===== config.mk =====
export PLATFORM = sky130hd
export DESIGN_NAME = barrel_unshifter_pipe_flat
export DESIGN_NICKNAME = d
export VERILOG_FILES = /design/src/rtl/barrel_unshifter_pipe_if.sv /design/src/rtl/barrel_unshifter_pipe.sv /design/src/flat_wrapper.sv
export SDC_FILE = /design/constraint.sdc
export NUM_CORES = 1
export LEC_CHECK = 0
export ABC_AREA = 1
export ABC_CLOCK_PERIOD_IN_PS = 1370
export CAP_MARGIN = 5
export CORE_AREA = 2 2 39 41
export CTS_BUF_LIST = sky130_fd_sc_hd__clkbuf_8
export DETAILED_ROUTE_END_ITERATION = 12
export DIE_AREA = 0 0 41 43
export PLACE_DENSITY = 0.83
export SYNTH_ARGS = -nofsm -noshare
export SYNTH_HDL_FRONTEND = slang
export SYNTH_SLANG_ARGS = --single-unit

===== constraint.sdc =====
create_clock -name clk -period 1.37 [get_ports clk]
set_input_delay 0.274 -clock clk [delete_from_list [all_inputs] [get_ports clk]]
set_output_delay 0.274 -clock clk [all_outputs]
set_load 0.02 [all_outputs]

===== src/rtl/barrel_unshifter_pipe_if.sv =====
// Handshake bundle for barrel_unshifter_pipe: input word/amount channel and restored-word output channel.
// BARREL_UNSHIFT_DIR_EN adds the in_dir signal carried with each input word.
interface barrel_unshifter_pipe_if #(
    parameter int WIDTH = 4,
    parameter int SW    = 2
);
    logic             in_valid;
    logic             in_ready;
    logic [WIDTH-1:0] in_data;
    logic [SW-1:0]    in_shamt;
    logic             out_valid;
    logic             out_ready;
    logic [WIDTH-1:0] out_data;
`ifdef BARREL_UNSHIFT_DIR_EN
    logic             in_dir;

    modport master (
        output in_valid, in_data, in_shamt, in_dir, out_ready,
        input  in_ready, out_valid, out_data
    );
    modport slave (
        input  in_valid, in_data, in_shamt, in_dir, out_ready,
        output in_ready, out_valid, out_data
    );
`else
    modport master (
        output in_valid, in_data, in_shamt, out_ready,
        input  in_ready, out_valid, out_data
    );
    modport slave (
        input  in_valid, in_data, in_shamt, out_ready,
        output in_ready, out_valid, out_data
    );
`endif
endinterface


===== src/rtl/barrel_unshifter_pipe.sv =====
// Pipelined inverse rotator: undoes a left rotate by rotating right by the same amount, one log2 stage per register.
// BARREL_UNSHIFT_DIR_EN adds a per-word in_dir (1 = rotate left, undoing a right-rotate encoder).
module barrel_unshifter_pipe #(
    parameter int WIDTH = 4,
    parameter int SW    = 2
) (
    input  logic                    clk,
    input  logic                    rst,
    barrel_unshifter_pipe_if.slave  bus
);

    logic [SW-1:0]    r_valid;
    logic [WIDTH-1:0] r_data  [SW];
    logic [SW-1:0]    r_shamt [SW];
`ifdef BARREL_UNSHIFT_DIR_EN
    logic [SW-1:0]    r_dir;
`endif

    logic [SW-1:0]    w_load;
    logic [SW-1:0]    w_src_valid;
    logic [SW-1:0]    w_src_dir;
    logic [WIDTH-1:0] w_src_data  [SW];
    logic [SW-1:0]    w_src_shamt [SW];
    logic [WIDTH-1:0] w_nxt_data  [SW];

    function automatic logic [WIDTH-1:0] f_rot(input logic [WIDTH-1:0] d, input int n, input logic left);
        logic [2*WIDTH-1:0] dd;
        logic [2*WIDTH-1:0] sh;
        dd = {d, d};
        if (left) begin
            sh = dd << n;
            return sh[2*WIDTH-1:WIDTH];
        end
        sh = dd >> n;
        return sh[WIDTH-1:0];
    endfunction

    // Handshake: a word moves on a rising edge when valid & ready are both high. A stage loads when it
    // is empty or its successor loads; the last stage loads when empty or out_ready. in_ready is the
    // stage-0 load condition, so ready ripples combinationally back from out_ready (no skid buffer).
    always_comb begin
        w_load = '0;
        w_load[SW-1] = !r_valid[SW-1] || bus.out_ready;
        for (int j = SW - 2; j >= 0; j--) begin
            w_load[j] = !r_valid[j] || w_load[j+1];
        end
    end

    always_comb begin
        w_src_valid    = '0;
        w_src_dir      = '0;
        w_src_valid[0] = bus.in_valid;
        w_src_data[0]  = bus.in_data;
        w_src_shamt[0] = bus.in_shamt;
`ifdef BARREL_UNSHIFT_DIR_EN
        w_src_dir[0]   = bus.in_dir;
`endif
        for (int j = 1; j < SW; j++) begin
            w_src_valid[j] = r_valid[j-1];
            w_src_data[j]  = r_data[j-1];
            w_src_shamt[j] = r_shamt[j-1];
`ifdef BARREL_UNSHIFT_DIR_EN
            w_src_dir[j]   = r_dir[j-1];
`endif
        end
        // Stage j only owns shamt bit j; the full amount travels along so later stages can pick their bit.
        for (int j = 0; j < SW; j++) begin
            w_nxt_data[j] = w_src_shamt[j][j] ? f_rot(w_src_data[j], 1 << j, w_src_dir[j])
                                              : w_src_data[j];
        end
    end

    always_ff @(posedge clk) begin
        if (rst) begin
            r_valid <= '0;
`ifdef BARREL_UNSHIFT_DIR_EN
            r_dir   <= '0;
`endif
            for (int j = 0; j < SW; j++) begin
                r_data[j]  <= '0;
                r_shamt[j] <= '0;
            end
        end else begin
            for (int j = 0; j < SW; j++) begin
                if (w_load[j]) begin
                    r_valid[j] <= w_src_valid[j];
                    if (w_src_valid[j]) begin
                        r_data[j]  <= w_nxt_data[j];
                        r_shamt[j] <= w_src_shamt[j];
`ifdef BARREL_UNSHIFT_DIR_EN
                        r_dir[j]   <= w_src_dir[j];
`endif
                    end
                end
            end
        end
    end

    assign bus.in_ready  = w_load[0];
    assign bus.out_valid = r_valid[SW-1];
    assign bus.out_data  = r_data[SW-1];

endmodule


===== src/flat_wrapper.sv =====
// flat-port wrapper written by rule: the top's interface ports become plain ports
module barrel_unshifter_pipe_flat 
#(
    parameter int WIDTH = 4,
    parameter int SW    = 2
)
  (clk, rst, bus_in_valid, bus_in_data, bus_in_shamt, bus_out_ready, bus_in_ready, bus_out_valid, bus_out_data);
  barrel_unshifter_pipe_if #(.WIDTH(WIDTH), .SW(SW)) bus_i ();
  input  logic clk;
  input  logic rst;
  input wire logic [$bits(bus_i.in_valid)-1:0] bus_in_valid;
  input wire logic [$bits(bus_i.in_data)-1:0] bus_in_data;
  input wire logic [$bits(bus_i.in_shamt)-1:0] bus_in_shamt;
  input wire logic [$bits(bus_i.out_ready)-1:0] bus_out_ready;
  output wire logic [$bits(bus_i.in_ready)-1:0] bus_in_ready;
  output wire logic [$bits(bus_i.out_valid)-1:0] bus_out_valid;
  output wire logic [$bits(bus_i.out_data)-1:0] bus_out_data;
  assign bus_i.in_valid = bus_in_valid;
  assign bus_i.in_data = bus_in_data;
  assign bus_i.in_shamt = bus_in_shamt;
  assign bus_i.out_ready = bus_out_ready;
  assign bus_in_ready = bus_i.in_ready;
  assign bus_out_valid = bus_i.out_valid;
  assign bus_out_data = bus_i.out_data;
  barrel_unshifter_pipe #(.WIDTH(WIDTH), .SW(SW)) u_core (.clk(clk), .rst(rst), .bus(bus_i));
endmodule

# Word-level counts from Yosys, hierarchy flattened
# Memories as Yosys holds them, arrays and structs flattened.
# Cells that the tools add are included.
[word_totals]
mem_count = 2
output_inout_bits = 6
input_bits = 10
mem_bits_rw = 12
register_bits = 2
[memory_table]
columns = ["memory", "depth", "width", "rd", "rd_clocked_by_memory_dff", "write_ports", "line_no", "source"]
rows = [
  ["u_core.r_data", 2, 4, 2, 0, 2, "barrel_unshifter_pipe.sv:13", "logic [WIDTH-1:0] r_data [SW];"],
  ["u_core.r_shamt", 2, 2, 1, 0, 2, "barrel_unshifter_pipe.sv:14", "logic [SW-1:0] r_shamt [SW];"],
]
[classes]
mux = 16
bitwise_logic = 4
n_reduce_logical = 4
[op_table]
columns = ["op", "n"]
rows = [
  ["4-bit 2-to-1 mux", 4],
  ["1-bit 2-to-1 mux", 10],
  ["2-bit 2-to-1 mux", 2],
  ["1-bit OR", 4],
  ["1-bit zero test", 2],
  ["1-bit logical OR", 2],
]

# Longest topological paths before layout
[logic_depth]
depth_word = 7
depth_mapped = 4

# Worst setup path before layout
# No wires, ideal clock.
[synth_path]
path_type = "register to register"
start = "register u_core.r_valid[1]"
end = "memory u_core.r_data[0][0], enable pin"
path_buffers = 0
stages_incl_launch_ff = 4
slack_ns = 0.109
setup_ns = 0.274
t_arrival_ns = 0.987
path_cell_list = "dfxtp_1 nand3_2 nand3_4 nand2_1"
[synth_lines]
columns = ["item", "line_no", "source"]
rows = [
  ["from (decl)", "barrel_unshifter_pipe.sv:12", "logic [SW-1:0] r_valid;"],
  ["from (signal, indexed assignment)", "barrel_unshifter_pipe.sv:86", "r_valid[j] <= w_src_valid[j];"],
  ["to (decl)", "barrel_unshifter_pipe.sv:13", ""],
]

==> flow_summary_export.csv <==
group,metric,value,unit
finish,nNetsFinal,89,
finish,area_growth,41.0,%
global_routing,grt_start_max_net_pins,10,
place,placed_cell_area,771,µm²
worst_setup_path,cp_common_cell,"nand2_1",
worst_setup_path,path_buf_inv,3,
place,routabilityCongestion,0.705,
floorplan,die_h,43,µm
floorplan,ios,16,
cts,clock-sinks,11,
cts,clk_pin_slew_worst_paths,0.05,ns
floorplan,die_area,1760,µm²
logic_synthesis,synth_cell_types,11,
route,dr.first_iter.drc_count,1,
cts,cts_max_path_buffers,2,
global_routing,grt_pass1_wl,1630,µm
cts,cts_buffers,3,
logic_synthesis,synthesis.nets,65,
global_routing,first_global_vias,428,
route,routedWlPerCell,10.6,µm
route,drtPass1Iterations,2,
logic_synthesis,ys_ff_latch,11,
pwr,p_leak,0.345,nW
sta,rsz0062_at_grt,"false",
worst_setup_path,end_kind,"register",
sta,slew_violations,0,
sta,period_share,0.944,
worst_setup_path,cp-start-kind,"input port",
place,io_buffer_count,15,
floorplan,die_x,41,µm
logic_synthesis,yosysWarnings,0,
worst_setup_path,critPathKind,"in -> reg",
sta,clock_skew,0.00371,ns
flow_run,cap_viol_max_count,0,
sta,tightestPinTransition,0.202,ns
route,drc,0,
logic_synthesis,synth_top_area_share,0.474,
finish,layout-drive-gt1-share,0.218,
global_routing,met1_usage,0.128,
pwr,power.total,0.000854,W
logic_synthesis,synth_area_per_cell,10.4,µm²
floorplan,start_util,0.412,
route,dr_total_vias,466,
worst_setup_path,path_delay_family,"buffers and inverters",
global_routing,top_usage_layer,"met2",
finish,stdcell_count,94,
logic_synthesis,yosysSeqAreaShare,0.544,
global_routing,grt_util_all_layers,0.147,
worst_setup_path,crit_slowest_cell,"clkdlybuf4s50_1",
finish,final_area,805,µm²
logic_synthesis,synth_area,571,µm²
global_routing,met3_usage,0.0785,
logic_synthesis,postSynthCellCount,55,
global_routing,grtUsageMet2,0.247,
cts,cts_setup_buffers,0,
pwr,p_per_area,1060,nW/µm²
route,wl,992,µm
place,dp_slack,-0.352,ns
finish,diodes,0,
sta,finalWorstSetupSlack,0.0773,ns
worst_setup_path,worstPathRequired,1.30,ns
run_status,outcome,"complete, no violations",
place,dp_hpwl,835,µm
worst_setup_path,worstPathMaxFanout,4,
worst_setup_path,cpPeakStageDelay,0.46,ns
place,dp_cells,90,
sta,slew_headroom,0.865,
worst_setup_path,rrSetupSlack,0.23,ns
pwr,ir_drop,0.000532,V
route,postRouteAntennaNets,0,
sta,setup_viol,0,
route,vias_per_cell,4.96,
floorplan,core_area,1380,µm²
logic_synthesis,synth_area_leader_cell,"edfxtp_1",
floorplan,std_cell_rows,14,
sta,fmax,774,MHz
worst_setup_path,crit_chain,"clkdlybuf4s50_1, inv_1, buf_4, nand2_2, nand2_1, nand2_1",
logic_synthesis,synth.area.top_cells,"edfxtp_1 47%, a21boi_0 11%, a21oi_1 9.6%",
worst_setup_path,crit_arrival,1.22,ns
global_routing,antenna_found_initial,0,
cts,htree_levels,1,
sta,hold_violations,0,
cts,insertion_delay,0.24,ns
sta,fin_crit,1.29,ns
cts,cts_tree,"built",
cts,root_buffer,"clkbuf_8",
global_routing,overflow,0,
min_path,hold_path_class,"reg -> reg",
-- cells in the mapped netlist --
cell       n
nand2_1   11
nand3_4    2
a21oi_1   11
buf_4      4
nand2_2    1
inv_1      5
nand3_2    1
edfxtp_1   9
inv_2      1
dfxtp_1    2
a21boi_0   8
-- worst register-to-register path, cell delays in order (launching register included) --
cell and delay, ns:
dfxtp_1 0.38, nand3_2 0.10, buf_4 0.15, nand3_4 0.06, buf_4 0.13, a21oi_1 0.06
-- repair_timing --
item / 4_1_cts / 5_1_grt
hold buffers: 0 / 0
endpoints found under the setup margin: 6 / 0
resized for setup: 9 / 0
-- report_power, final --
group	switching (W)	internal [W]	total [W]
Clock	0.000114	0.000196	0.000310
Sequential	0.0000125	0.000393	0.000406
Combinational	0.0000685	0.0000690	0.000137
-- metal layers --
layer | routed length (µm) | vias up
li1 | - | 233
met1 | 339 | 215
met2 | 574 | 14
met3 | 58 | 4
met4 | 19 | 0
met5 | 0 | -
-- state kept, by name (all words and copies together), names as in the netlist --
| name | cells |
|---|---|
| u_core.r_valid | 2 |
| u_core.r_shamt | 1 |
| u_core.r_data | 8 |
-- per-stage QoR --
step	hold WS, ns	setup TNS [ns]	utilization
2_1_floorplan	0.343	0	-
3_3_place_gp	0.587	-2.41	0.557
3_5_place_dp	0.592	-2.92	0.557
4_1_cts	0.598	0	0.581
5_1_grt	0.609	0	0.581
6_report	0.593	0	0.581
-- kinds of logic after synthesis --
family          Yosys count  share of synthesized area
compound gates           19                      0.202
simple gates             15                      0.162
flops                    11                      0.544
buf+inv                  10                     0.0921
-- final timing paths --
kind,endpoint,start,cells after the start
worst min register to register,u_core.r_valid[0],u_core.r_valid[0],3
worst max register to register,u_core.r_data[0][3],u_core.r_valid[1],5
worst max-delay path,u_core.r_data[0][4],bus_out_ready,6
worst min-delay path,u_core.r_valid[0],u_core.r_valid[0],3
-- cell usage in the layout (no fill, tap or decap) --
cell type and count:
inv_2 1, nand2_1 11, buf_4 8, a21oi_1 11, inv_1 6, clkdlybuf4s50_1 9
dlygate4sd2_1 5, nand2_2 1, a21boi_0 8, dfxtp_1 2, clkbuf_8 3, nand3_4 2
nand3_2 1, edfxtp_1 9, buf_2 1
-- final cells by class --
| cell class | instances | area [µm²] |
|---|---|---|
| timing repair buffer | 23 | 199 |
| multi-input combinational | 34 | 208 |
| sequential | 11 | 310 |
| clock inverter | 1 | 3.75 |
| inverter | 6 | 22.5 |
| fill | 124 | 579 |
| tap | 16 | 20.0 |
| clock buffer | 3 | 41.3 |
Note: power is estimated with default switching activity, not from simulation.
